**config.mk**
```make
export PLATFORM = sky130hd
export DESIGN_NAME = pong_game_ctrl
export DESIGN_NICKNAME = d
export VERILOG_FILES = /design/src/rtl/pong_pkg.sv /design/src/rtl/pong_tick_div.sv /design/src/rtl/pong_game_ctrl.sv
export SDC_FILE = /design/constraint.sdc
export NUM_CORES = 1
export LEC_CHECK = 0
export CAP_MARGIN = 0
export CORE_MARGIN = 3
export CORE_UTILIZATION = 52
export CTS_CLUSTER_SIZE = 28
export DETAILED_ROUTE_END_ITERATION = 10
export GPL_TIMING_DRIVEN = 0
export PLACE_DENSITY = 0.76
export SYNTH_ARGS = -nofsm -noshare
export SYNTH_HDL_FRONTEND = slang
export SYNTH_SLANG_ARGS = --single-unit
```
**constraint.sdc**
```tcl
create_clock -name clk -period 3.2 [get_ports clk]
set_clock_uncertainty 0.2 [all_clocks]
set_input_delay 0.96 -clock clk [delete_from_list [all_inputs] [get_ports clk]]
set_output_delay 0.96 -clock clk [all_outputs]
set_load 0.1 [all_outputs]
```
**src/rtl/pong_pkg.sv**
```systemverilog
// Shared types and screen constants for the pong game sequencer.
// Internal FSM states plus the 2-bit code reported on game_state.
package pong_pkg;

  localparam int SCREEN_W = 640;
  localparam int SCREEN_H = 480;
  localparam int BALL_CX  = SCREEN_W / 2;
  localparam int BALL_CY  = SCREEN_H / 2;

  typedef enum logic [2:0] {
    ST_IDLE,
    ST_SERVE,
    ST_PLAY,
    ST_POINT,
    ST_OVER
  } game_state_t;

  // POINT is a hidden 1-cycle step and is reported as PLAY.
  function automatic logic [1:0] state_code(game_state_t s);
    logic [1:0] c;
    c = 2'd0;
    unique case (s)
      ST_IDLE:  c = 2'd0;
      ST_SERVE: c = 2'd1;
      ST_PLAY:  c = 2'd2;
      ST_POINT: c = 2'd2;
      ST_OVER:  c = 2'd3;
      default:  c = 2'd0;
    endcase
    return c;
  endfunction

endpackage

```
**src/rtl/pong_tick_div.sv**
```systemverilog
// Ball step divider: modulo-TICK_DIV counter, held at 0 when disabled.
// Emits a registered 1-cycle pulse in the cycle after each wrap.
module pong_tick_div #(
  parameter int TICK_DIV = 262144
) (
  input  logic clk,
  input  logic reset_n,
  input  logic en_i,
  output logic wrap_o
);

  localparam int CW = $clog2(TICK_DIV);
  localparam logic [CW-1:0] LAST = CW'(TICK_DIV - 1);

  logic [CW-1:0] cnt_q, cnt_d;
  logic          wrap_q, wrap_d;

  // Next count and wrap pulse; disabling clears both.
  always_comb begin
    cnt_d  = '0;
    wrap_d = 1'b0;
    if (en_i) begin
      if (cnt_q == LAST) begin
        wrap_d = 1'b1;
      end else begin
        cnt_d = cnt_q + 1'b1;
      end
    end
  end

  // Counter and pulse registers.
  always_ff @(posedge clk or negedge reset_n) begin
    if (!reset_n) begin
      cnt_q  <= '0;
      wrap_q <= 1'b0;
    end else begin
      cnt_q  <= cnt_d;
      wrap_q <= wrap_d;
    end
  end

  assign wrap_o = wrap_q;

endmodule

```
**src/rtl/pong_game_ctrl.sv**
```systemverilog
// Pong game sequencer: start, serve delay, goal detection, scoring,
// game over, and the ball mover's step enable and recentre load.
module pong_game_ctrl
  import pong_pkg::*;
#(
  parameter int TICK_DIV           = 262144,
  parameter int LEFT_GOAL_X        = 20,
  parameter int RIGHT_GOAL_X       = SCREEN_W - 20,
  parameter int WIN_SCORE          = 7,
  parameter int SERVE_DELAY_FRAMES = 60
) (
  input  logic       clk,
  input  logic       reset_n,
  input  logic       start_btn,
  input  logic       frame_tick,
  input  logic [9:0] ball_x_pos,
  input  logic [9:0] ball_y_pos,
  output logic       ball_step_en,
  output logic       ball_load,
  output logic       serve_dir_right,
  output logic [3:0] score_left,
  output logic [3:0] score_right,
  output logic [1:0] game_state,
  output logic       winner_left
);

  localparam logic [9:0] LGOAL = 10'(LEFT_GOAL_X);
  localparam logic [9:0] RGOAL = 10'(RIGHT_GOAL_X);
  localparam logic [3:0] WIN   = 4'(WIN_SCORE);
  localparam logic [7:0] DLY   = 8'(SERVE_DELAY_FRAMES);

  game_state_t state_q, state_d;
  logic [7:0]  delay_q, delay_d;
  logic [3:0]  sl_q, sl_d, sr_q, sr_d;
  logic        load_q, load_d;
  logic        dir_q, dir_d;
  logic        win_q, win_d;
  logic        ptr_q, ptr_d;
  logic [1:0]  gs_q;
  logic        sync1_q, sync2_q, prev_q;
  logic        start;
  logic        goal_l, goal_r, play_en;
  logic        unused_y;

  assign unused_y = ^ball_y_pos;

  assign start   = sync2_q & ~prev_q;
  assign goal_l  = ball_x_pos <= LGOAL;
  assign goal_r  = ball_x_pos >= RGOAL;
  assign play_en = (state_q == ST_PLAY) & ~(goal_l | goal_r);

  pong_tick_div #(
    .TICK_DIV(TICK_DIV)
  ) u_div (
    .clk    (clk),
    .reset_n(reset_n),
    .en_i   (play_en),
    .wrap_o (ball_step_en)
  );

  // Start button synchroniser and rising-edge history.
  always_ff @(posedge clk or negedge reset_n) begin
    if (!reset_n) begin
      sync1_q <= 1'b0;
      sync2_q <= 1'b0;
      prev_q  <= 1'b0;
    end else begin
      sync1_q <= start_btn;
      sync2_q <= sync1_q;
      prev_q  <= sync2_q;
    end
  end

  // Next state, scores and registered output values.
  always_comb begin
    state_d = state_q;
    delay_d = delay_q;
    sl_d    = sl_q;
    sr_d    = sr_q;
    load_d  = 1'b0;
    dir_d   = dir_q;
    win_d   = win_q;
    ptr_d   = ptr_q;
    unique case (state_q)
      ST_IDLE, ST_OVER: begin
        if (start) begin
          sl_d    = '0;
          sr_d    = '0;
          dir_d   = 1'b1;
          win_d   = 1'b0;
          load_d  = 1'b1;
          delay_d = DLY;
          state_d = ST_SERVE;
        end
      end
      ST_SERVE: begin
        if (delay_q == '0) begin
          state_d = ST_PLAY;
        end else if (frame_tick) begin
          delay_d = delay_q - 8'd1;
        end
      end
      ST_PLAY: begin
        if (goal_l) begin
          sr_d    = sr_q + 4'd1;
          ptr_d   = 1'b1;
          state_d = ST_POINT;
        end else if (goal_r) begin
          sl_d    = sl_q + 4'd1;
          ptr_d   = 1'b0;
          state_d = ST_POINT;
        end
      end
      ST_POINT: begin
        if (sl_q == WIN || sr_q == WIN) begin
          win_d   = (sl_q == WIN);
          state_d = ST_OVER;
        end else begin
          dir_d   = ~ptr_q;
          load_d  = 1'b1;
          delay_d = DLY;
          state_d = ST_SERVE;
        end
      end
      default: state_d = ST_IDLE;
    endcase
  end

  // Game state registers, cleared immediately by reset.
  always_ff @(posedge clk or negedge reset_n) begin
    if (!reset_n) begin
      state_q <= ST_IDLE;
      delay_q <= '0;
      sl_q    <= '0;
      sr_q    <= '0;
      load_q  <= 1'b0;
      dir_q   <= 1'b1;
      win_q   <= 1'b0;
      ptr_q   <= 1'b0;
      gs_q    <= 2'd0;
    end else begin
      state_q <= state_d;
      delay_q <= delay_d;
      sl_q    <= sl_d;
      sr_q    <= sr_d;
      load_q  <= load_d;
      dir_q   <= dir_d;
      win_q   <= win_d;
      ptr_q   <= ptr_d;
      gs_q    <= state_code(state_d);
    end
  end

  assign ball_load       = load_q;
  assign serve_dir_right = dir_q;
  assign score_left      = sl_q;
  assign score_right     = sr_q;
  assign game_state      = gs_q;
  assign winner_left     = win_q;

endmodule

```
==> qor.yml <==
status:
  status: "finished clean"
critical_path:
  crit_end: "serve_dir_right"
  crit_chain: "clkdlybuf4s50_1"
  crit_family: "buffers and inverters"
  cpPeakStageDelay_ns: 1.14
  worstReg2RegEnd: "u_div.cnt_q[11]$_DFF_PN0_"
  arrival_ns: 1.96
  startpoint: "serve_dir_right$_DFFE_PN1P_"
  endpoint_kind: "output pin"
  required_ns: 2.04
  crit_slowest_cell: "clkdlybuf4s50_1"
  crit_buf_inv: 1
  critical_path.startpoint_type: "flip-flop"
  ff2ff_setup_slack_ns: 0.73
  r2r_start: "u_div.cnt_q[0]$_DFF_PN0_"
  path_depth: 1
  crit_type: "reg -> out"
  rr_worst_depth: 7
  worstPathMaxFanout: 2
floorplan:
  die_w_um: 72.0
  die_h_um: 72.0
  initial_utilization_pct: 55.4
  io_pins: 38
  dieArea_um2: 5180
  rows: 23
  core-area_um2: 4090
min_path:
  hold_path.class: "reg -> reg"
power:
  ir_drop_uv: 362
  p_leak_nw: 1.16
  power_density_nw_per_um2: 771
place:
  dp_hpwl_um: 3190
  post_dp_cell_area_um2: 2610
  port-buffer-count: 27
  routabilityCongestion: 0.788
  post-place-ws_ns: -0.0867
timing:
  slew_headroom_pct: 33.3
  maxSlewViolCount: 0
  period_minus_slack_ns: 3.12
  finalCritPeriodShare_pct: 97.6
  max_freq_ghz: 0.320
  tightest_slew_ns: 0.997
  setup_ws_ns: 0.0759
  grt_setup_unrepaired: "no"
  hold_viol: 0
  finalSetupViolations: 0
global_route:
  grt_pass1_vias: 1659
  grt_start_max_net_pins: 38
  gr-total-overflow: 0
  grt_usage_pct: 18.6
  grt_pass1_wl_um: 7530
  antenna_found_initial: 0
finish:
  antennaDiodeCount: 0
  drive_gt1_share_pct: 8.05
  utilization_pct: 66.7
  design_area_um2: 2730
  nets: 288
  syn2layout_area_growth_pct: 20.6
cts:
  clk_latency_ns: 0.30
  h-tree-depth: 2
  cts_made_buffers: 5
  cts_resized: 0
  cts_tree: "yes"
  clock-root-buffer: "clkbuf_8"
  postCtsHoldBufs: 0
  clk_path_buf_depth: 2
  clk_pin_slew_ns: 0.08
  cts.sinks: 47
  cts_setup_buffers: 0
drt:
  wl_met1_um: 1890
  vias_per_cell: 5.54
  ant_nets: 0
  topRoutingLayerUsed: "met4"
  wl_met2_um: 2130
  wire_per_inst_um: 13.7
  dr_wl_met3_um: 169
  dr.pass1.iters: 4
  postRouteWirelength_um: 4260
  vias: 1724
  drt_iter0_markers: 73
  drt_drc_violations_left: 0
yosys:
  synth_area_per_cell_um2: 10.1
  synth_ff_type: "dfrtp_1"
  synth_top_area_share_pct: 50.9
  synth_common_cells: "dfrtp_1 (46), nor2_1 (28), nand2_1 (23)"
  syn_nets: 253
  synth.distinct_cells: 38
  synthesis.area_um2: 2260
  synth_seq_cells: 47
  synth-edff-count: 0
  yosysMostFrequentCell: "dfrtp_1"
  ys_warn_count: 0
  synthTopCellsByArea: "dfrtp_1 (51%), nor2_1 (4.6%), xor2_1 (4.6%)"
  synth_top_area_cell: "dfrtp_1"
  yosysSeqAreaShare_pct: 52.0
  synthCells: 225
  synthArstFlopShare_pct: 100
job:
  max-cap-violations: 0
## layout make-up
cell class	count	area (µm²)
clock buffers	6	82.6
inverters	7	26.3
repair buffers	28	285
clock inverters	2	35.0
fillers	333	1360
flip-flops and latches	47	1180
plain buffers	4	30.0
well taps	50	62.6
multi-input cells	167	1030
## placed cells by master (no fill, tap or decap), types with 2 or more instances in the layout
master | synthesis | routed
nor4_1 | 4 | 4
buf_6 | 2 | 2
nand3b_1 | 5 | 5
o31ai_1 | 3 | 3
clkbuf_1 | 2 | 2
or3_1 | 5 | 5
ha_1 | 4 | 4
nand3_1 | 14 | 14
mux2i_1 | 3 | 3
or2_2 | 3 | 3
clkdlybuf4s50_1 | 0 | 26
o211ai_1 | 2 | 2
or4_1 | 2 | 2
inv_1 | 7 | 7
clkbuf_8 | 0 | 6
nand4_1 | 7 | 7
dfrtp_1 | 46 | 46
nor3b_1 | 3 | 3
and3_1 | 2 | 2
o21ai_0 | 14 | 14
nand2_1 | 23 | 23
xnor2_1 | 7 | 7
xor2_1 | 12 | 12
nor2_1 | 28 | 28
nor3_1 | 6 | 6
nand2b_1 | 3 | 3
a21oi_1 | 2 | 2
a21o_1 | 4 | 4
## layer usage
layer	vias up	track usage (%)
met4	0	6.68
met1	826	24.5
met5	-	0
li1	863	-
met2	28	30.4
met3	7	4.16
## cell families after synthesis
| family | after synthesis | synth area share, % |
|---|---|---|
| XOR/XNOR | 19 | 7.36 |
| flip-flops | 47 | 52.0 |
| adder cells (fa/ha/maj) | 4 | 2.21 |
| multiplexers | 4 | 1.83 |
| AO/OA/AOI/OAI | 29 | 8.24 |
| AND/OR/NAND/NOR | 111 | 25.8 |
| buffers and inverters | 11 | 2.49 |
## metrics by stage
| stage | instances | TNS, ns | hold WS (ns) | power, mW |
|---|---|---|---|---|
| 5_1_grt | 311 | 0 | 0.171 | 2.22 |
| 3_3_place_gp | 302 | -13.47 | 0.137 | 1.65 |
| 4_1_cts | 311 | 0 | 0.164 | 2.13 |
| 3_5_place_dp | 303 | -0.692 | 0.145 | 1.67 |
| 2_1_floorplan | 225 | 0 | 0.131 | 1.45 |
| 6_report | 311 | 0 | 0.158 | 2.10 |
## how the worst min path moves through the flow
stage                                 start                end  slack [ns]  depth (start not counted)
after detailed placement  sync1_q$_DFF_PN0_  sync2_q$_DFF_PN0_        0.14                          0
after global placement    sync1_q$_DFF_PN0_  sync2_q$_DFF_PN0_        0.14                          0
final                     sync1_q$_DFF_PN0_  sync2_q$_DFF_PN0_        0.16                          0
after CTS                 sync1_q$_DFF_PN0_  sync2_q$_DFF_PN0_        0.16                          0
after global routing      sync1_q$_DFF_PN0_  sync2_q$_DFF_PN0_        0.17                          0
after floorplan           sync1_q$_DFF_PN0_  sync2_q$_DFF_PN0_        0.13                          0
## power by group
part           internal, mW  switching [mW]
combinational         0.239           0.601
sequential            0.709           0.104
clock                 0.253           0.198
total                  1.20           0.903
## sequential cells by signal, summed over array words and instances, names as in the netlist
signal           cells
serve_dir_right      1
winner_left          1
game_state           2
prev_q               1
u_div.wrap_o         1
score_right          4
delay_q              8
sync1_q              1
ball_load            1
sync2_q              1
score_left           4
state_q              3
ptr_q                1
u_div.cnt_q         18
Power figures use the tool's default switching activity.
